**src/rtl/neo_pkg.sv**
```systemverilog
// Shared definitions for the NEO spike detector: FSM encoding, the NEO width
// derivation and the saturating helper used when the threshold is computed.
package neo_pkg;

   typedef enum logic [1:0] {
      ST_PRIME  = 2'd0,
      ST_TRAIN  = 2'd1,
      ST_CALC   = 2'd2,
      ST_DETECT = 2'd3
   } neo_state_e;

   // The difference of two full-precision products needs one extra bit.
   function automatic int neo_width(input int data_w);
      return 2 * data_w + 1;
   endfunction

   // Clamps an unsigned value to the largest positive number of a signed
   // container that is `width` bits wide (width must be 64 or less).
   function automatic logic [63:0] sat_pos_max(input logic [63:0] value, input int width);
      logic [63:0] max_val;
      max_val = (64'd1 << (width - 1)) - 64'd1;
      return (value > max_val) ? max_val : value;
   endfunction

endpackage

```
**src/rtl/neo_core.sv**
```systemverilog
// Sample history, two-stage psi pipeline and priming for the NEO detector.
// psi_next/psi_valid are the values neo_out/neo_valid take on the next edge.
module neo_core
   import neo_pkg::*;
#(
   parameter  int DATA_W = 16,
   localparam int NEO_W  = neo_width(DATA_W)
)(
   input  logic                    clk,
   input  logic                    rst_n,
   input  logic                    in_valid,
   input  logic signed [DATA_W-1:0] data_in,
   output logic signed [NEO_W-1:0]  psi_next,
   output logic                    psi_valid,
   output logic                    neo_valid,
   output logic signed [NEO_W-1:0]  neo_out
);

   logic signed [DATA_W-1:0]   x0;
   logic signed [DATA_W-1:0]   x1;
   logic signed [DATA_W-1:0]   x2;
   logic [1:0]                 prime_cnt;
   logic                       hist_valid;
   logic signed [2*DATA_W-1:0] sq_prod;
   logic signed [2*DATA_W-1:0] cross_prod;
   logic                       prod_valid;

   // The third accepted sample is the first with a complete history.
   always_ff @(posedge clk or negedge rst_n) begin
      if (!rst_n) begin
         x0         <= '0;
         x1         <= '0;
         x2         <= '0;
         prime_cnt  <= '0;
         hist_valid <= 1'b0;
      end else begin
         hist_valid <= in_valid && (prime_cnt >= 2'd2);
         if (in_valid) begin
            x0 <= data_in;
            x1 <= x0;
            x2 <= x1;
            if (prime_cnt != 2'd3) begin
               prime_cnt <= prime_cnt + 2'd1;
            end
         end
      end
   end

   always_ff @(posedge clk or negedge rst_n) begin
      if (!rst_n) begin
         sq_prod    <= '0;
         cross_prod <= '0;
         prod_valid <= 1'b0;
      end else begin
         sq_prod    <= x1 * x1;
         cross_prod <= x0 * x2;
         prod_valid <= hist_valid;
      end
   end

   assign psi_next  = $signed({sq_prod[2*DATA_W-1], sq_prod})
                    - $signed({cross_prod[2*DATA_W-1], cross_prod});
   assign psi_valid = prod_valid;

   always_ff @(posedge clk or negedge rst_n) begin
      if (!rst_n) begin
         neo_valid <= 1'b0;
         neo_out   <= '0;
      end else begin
         neo_valid <= prod_valid;
         if (prod_valid) begin
            neo_out <= psi_next;
         end
      end
   end

endmodule

```
**src/rtl/neo_spike_detector.sv**
```systemverilog
// Streaming NEO spike detector: learns a threshold from the mean clipped NEO
// energy over a training window, then flags spikes with a refractory hold-off.
module neo_spike_detector
   import neo_pkg::*;
#(
   parameter  int DATA_W      = 16,
   parameter  int TRAIN_LOG2  = 10,
   parameter  int THR_MULT    = 8,
   parameter  int THR_INIT    = 20000,
   parameter  int REFRACT_LEN = 32,
   localparam int NEO_W       = neo_width(DATA_W)
)(
   input  logic                    clk,
   input  logic                    rst_n,
   input  logic                    in_valid,
   input  logic signed [DATA_W-1:0] data_in,
   input  logic                    retrain,
   output logic                    neo_valid,
   output logic signed [NEO_W-1:0]  neo_out,
   output logic                    spike,
   output logic signed [NEO_W-1:0]  threshold,
   output logic                    trained,
   output logic [1:0]              state
);

   localparam int ACC_W = NEO_W + TRAIN_LOG2;
   localparam int RF_W  = (REFRACT_LEN > 0) ? $clog2(REFRACT_LEN + 1) : 1;

   logic signed [NEO_W-1:0] psi_next;
   logic                    psi_valid;
   logic [NEO_W-1:0]        psi_pos;
   logic [NEO_W-1:0]        mean;
   logic [63:0]             scaled;
   logic [63:0]             thr_sat;
   logic                    retrain_take;

   neo_state_e              cur_state;
   logic [ACC_W-1:0]        acc;
   logic [TRAIN_LOG2-1:0]   train_cnt;
   logic [RF_W-1:0]         refract_cnt;

   neo_core #(
      .DATA_W (DATA_W)
   ) u_core (
      .clk       (clk),
      .rst_n     (rst_n),
      .in_valid  (in_valid),
      .data_in   (data_in),
      .psi_next  (psi_next),
      .psi_valid (psi_valid),
      .neo_valid (neo_valid),
      .neo_out   (neo_out)
   );

   assign psi_pos      = psi_next[NEO_W-1] ? '0 : psi_next;
   assign mean         = NEO_W'(acc >> TRAIN_LOG2);
   assign scaled       = 64'(mean) * 64'(THR_MULT);
   assign thr_sat      = sat_pos_max(scaled, NEO_W);
   assign retrain_take = retrain && (cur_state != ST_PRIME);
   assign state        = cur_state;

   // The FSM acts on the psi about to be registered, so spike lines up with
   // the neo_valid of the sample that triggered it.
   always_ff @(posedge clk or negedge rst_n) begin
      if (!rst_n) begin
         cur_state   <= ST_PRIME;
         acc         <= '0;
         train_cnt   <= '0;
         refract_cnt <= '0;
         threshold   <= NEO_W'(THR_INIT);
         trained     <= 1'b0;
         spike       <= 1'b0;
      end else begin
         spike <= 1'b0;
         if (retrain_take) begin
            cur_state   <= ST_TRAIN;
            acc         <= '0;
            train_cnt   <= '0;
            refract_cnt <= '0;
         end else begin
            case (cur_state)
               ST_PRIME: begin
                  if (psi_valid) begin
                     cur_state <= ST_TRAIN;
                     acc       <= ACC_W'(psi_pos);
                     train_cnt <= TRAIN_LOG2'(1);
                  end
               end
               ST_TRAIN: begin
                  if (psi_valid) begin
                     acc       <= acc + ACC_W'(psi_pos);
                     train_cnt <= train_cnt + TRAIN_LOG2'(1);
                     if (&train_cnt) begin
                        cur_state <= ST_CALC;
                     end
                  end
               end
               ST_CALC: begin
                  threshold <= NEO_W'(thr_sat);
                  trained   <= 1'b1;
                  acc       <= '0;
                  train_cnt <= '0;
                  cur_state <= ST_DETECT;
               end
               ST_DETECT: begin
                  if (psi_valid) begin
                     if (refract_cnt != '0) begin
                        refract_cnt <= refract_cnt - RF_W'(1);
                     end else if (psi_next > threshold) begin
                        spike <= 1'b1;
                        if (REFRACT_LEN > 0) begin
                           refract_cnt <= RF_W'(REFRACT_LEN);
                        end
                     end
                  end
               end
               default: cur_state <= ST_PRIME;
            endcase
         end
      end
   end

endmodule

```
**config.mk**
```make
export PLATFORM = sky130hd
export DESIGN_NAME = neo_spike_detector
export DESIGN_NICKNAME = d
export VERILOG_FILES = /design/src/rtl/neo_pkg.sv /design/src/rtl/neo_core.sv /design/src/rtl/neo_spike_detector.sv
export SDC_FILE = /design/constraint.sdc
export NUM_CORES = 2
export LEC_CHECK = 0
export BUFFER_PORTS_ARGS = -buffer_cell sky130_fd_sc_hd__buf_2
export CAP_MARGIN = 5
export CORE_MARGIN = 1.5
export CORE_UTILIZATION = 40
export DETAILED_ROUTE_END_ITERATION = 10
export HOLD_SLACK_MARGIN = 0.08
export PLACE_DENSITY = 0.61
export SLEW_MARGIN = 0
export SYNTH_ARGS = -nofsm -noshare
export SYNTH_HDL_FRONTEND = slang
export SYNTH_SLANG_ARGS = --single-unit
```
**constraint.sdc**
```tcl
create_clock -name clk -period 9 [get_ports clk]
set_clock_uncertainty 0.05 [all_clocks]
set_input_delay 0.9 -clock clk [delete_from_list [all_inputs] [get_ports clk]]
set_output_delay 0.9 -clock clk [all_outputs]
set_load 0.05 [all_outputs]
```
==> results by group <==
Status
  – Status: completed

STA
  – Final period util: 0.828
  – Setup tns final: 0 ns
  – Final Hold Vio Count: 0
  – Final min period: 7.45 ns
  – Max Slew Vio Count: 0
  – RSZ-0062 raised after global routing: no
  – Finish-stage setup viols: 0
  – Relative max-transition margin: 0.108
  – Max Freq: 134 MHz
  – Worst Tran Pin Value: 1.32 ns

Drt
  – DR WL met2: 40,600 um
  – Met3 WL: 3550 um
  – Vias: ~25,000
  – Routed WL per cell: 17.7 um
  – DR iter-0 viols: 1,324
  – DR vias/cell: 5.16
  – Number of remaining DRC errors: 0
  – Total wire length: between 80,000 and 90,000 um
  – Routed Antenna Nets: 0
  – Met1 WL: around 39,000 um
  – Uppermost layer routed: met4
  – First-pass DRT Iterations: 7

Worst setup path
  – Most frequent CP cell: fa_1
  – Slowest stage cell on the critical path: dfrtp_1
  – Reg2reg start: u_core.x1[4]
  – R2R Path End: u_core.sq_prod[31]
  – CP max stage delay: 0.95 ns
  – Critical path launch point type: register
  – WS Path Type: reg -> reg
  – Required @ worst endpoint: around 9.4 ns
  – Crit. End Element: register
  – Crit path arrival time: approximately 8 ns
  – Worst setup endpoint: u_core.sq_prod[31]
  – Worst reg2reg path depth: 23
  – Reg2reg setup slack: about 1.5 ns
  – Crit path from: u_core.x1[4]
  – Worst-path fanout max: 23
  – Cells along the critical path: nand2_1, fa_1, inv_1, fa_1, ha_1, inv_1, fa_1, fa_1, inv_1, fa_1, ha_1, a21oi_1, o21bai_1, a21oi_1, nor2b_1, o21a_1, o41ai_1, o21ai_0, o311ai_0, a31oi_1, a21o_1, a21oi_1, xnor2_1

Place
  – GP Congestion: 0.905
  – Hpwl dp: between 60,000 and 70,000 um
  – Number of I/O port buffers: 90

Worst hold path
  – HP Class: in -> async

Finish
  – Final nets: 4,458
  – Area Overhead vs Synth: 7.38%
  – Ratio of cells with drive above 1 in the final layout: 0.0812
  – Antenna Cells: 0

CTS
  – Setup bufs post-CTS: 0
  – Deepest clock path buffer count: 3
  – Clk_lat worst skew: about 0.62 ns
  – Hold-fix buffers, CTS: 0
  – CTS tree: built
  – H-tree depth: 1
  – CTS resizes: 0
  – Clock root buffer: clkbuf_16
  – Inserted Clock Buffers: 31
  – CTS Sinks: 243
  – CTS clk-pin slew, worst paths: ~0.070 ns

Synth
  – Most used DFF post-synth: dfrtp_1
  – Syn avg cell area: 9.16 um^2
  – Yosys cell types: between 100 and 150
  – Sequential area share after synthesis: 0.180
  – Mapped Area: 0.0339 mm^2
  – Leading area contributor after synthesis: fa_1
  – Number of synthesized flops with an enable pin: 0
  – Synthesis Warnings: 0
  – Post-Synthesis Cells: between 3,000 and 4,000
  – Synth cell count leaders: 727 x inv_1, 497 x fa_1, 341 x nand2_1
  – Main area contributors after synthesis: fa_1 29%, dfrtp_1 18%, ha_1 9.6%
  – Seq cells post-synth: 243
  – Top cell type's share of synthesized area: 0.294
  – Syn Nets: 4,472
  – Fraction of registers with async set/reset: 1.00
  – Top-count cell post-synth: inv_1

Global route
  – Total GRT Usage: 0.206
  – Antenna violations before repair: 1
  – GRT overflow: 0
  – First-pass GRT wire length: ~140,000 um
  – Vias in the first global route: ~26,000
  – Largest net degree at the start of global routing: 96

Floorplan
  – Die Ht: 294 um
  – Cell Rows: roughly 110
  – Die width: between 200 and 300 um
  – Initial Utilization: 0.405
  – Core Footprint: 0.0837 mm^2
  – I/O Pins: between 90 and 100
  – Die area: 0.0864 mm^2

Run
  – Max-cap violations: 0
layout by cell type (no fill, tap or decap), types with 21 or more instances in the layout:
cell	count
fa_1	497
clkbuf_16	31
nor2_1	166
buf_2	89
a31oi_1	25
xor2_1	39
o211ai_1	37
nand3_1	55
buf_4	27
o21bai_1	23
ha_1	259
nand2b_1	32
o21ai_0	127
a22oi_1	25
nand2_1	341
a21o_1	42
and2_1	181
dfrtp_1	237
mux2_2	65
nor3_1	41
a21oi_1	119
nor2b_1	22
inv_1	727
xnor2_1	105
o21a_1	21
final cells by class:
| cell class | instances | area (um^2) |
|---|---|---|
| clock buffers | 43 | 891 |
| well taps | 1134 | 1420 |
| flip-flops and latches | 243 | 6090 |
| fillers | 8173 | 47300 |
| multi-input cells | 2554 | 24400 |
| inverters | 735 | 2760 |
| repair buffers | 117 | 663 |
| clock inverters | 15 | 160 |
worst min path at each step:
| stage | from | endpoint | slack (ns) | depth (start not counted) |
|---|---|---|---|---|
| after floorplan | u_core.hist_valid | u_core.psi_valid | 0.28 | 0 |
| after global routing | rst_n | acc[6] | 0.28 | 1 |
| after global placement | u_core.hist_valid | u_core.psi_valid | 0.29 | 0 |
| after detailed placement | u_core.hist_valid | u_core.psi_valid | 0.29 | 0 |
| final | rst_n | acc[6] | 0.22 | 1 |
| after CTS | rst_n | acc[6] | 0.24 | 1 |
flip-flops by register name (all words and copies together) (netlist names):
name               flops
acc                   43
u_core.neo_out        33
u_core.cross_prod     32
threshold             31
u_core.sq_prod        31
u_core.x0             16
u_core.x1             16
u_core.x2             16
train_cnt             10
refract_cnt            6
state                  2
u_core.prime_cnt       2
spike                  1
trained                1
u_core.hist_valid      1
u_core.neo_valid       1
u_core.psi_valid       1
routing by layer:
metal / GRT usage / vias up
met4: 0.0678 / 0
met5: 0 / -
met3: 0.0224 / 137
met2: 0.350 / 540
met1: 0.273 / 12500
li1: - / 11800
critical path, delay by kind of cell (launching register included):
family	cells	cell delay [ns]
adder cells (fa/ha/maj)	7	2.99
AO/OA/AOI/OAI	10	2.84
flip-flops	1	0.95
AND/OR/NAND/NOR	2	0.25
buffers and inverters	3	0.17
XOR/XNOR	1	0.08
kinds of logic after synthesis:
kind of cell	synth area share
AOI/OAI and AO/OA	0.119
xor gates and xnor gates	0.0392
adders and majority gates	0.396
buffers and inverters	0.101
DFF	0.180
muxes	0.0249
and+or+nand+nor	0.139
through the flow:
step | setup slack, ns | instances | utilization | cell area [um^2] | hold slack [ns]
final | 1.55 | 4841 | 0.435 | 36400 | 0.220
after global routing | 0.840 | 4841 | 0.435 | 36400 | 0.279
after CTS | 1.49 | 4841 | 0.435 | 36400 | 0.241
after detailed placement | 1.48 | 4783 | 0.422 | 35300 | 0.289
after global placement | 1.58 | 4783 | 0.422 | 35300 | 0.286
after floorplan | 2.41 | 3696 | - | 33900 | 0.281
Power is not shown: default switching activity piles up to over one toggle a cycle in this logic, so the estimate is an artifact.
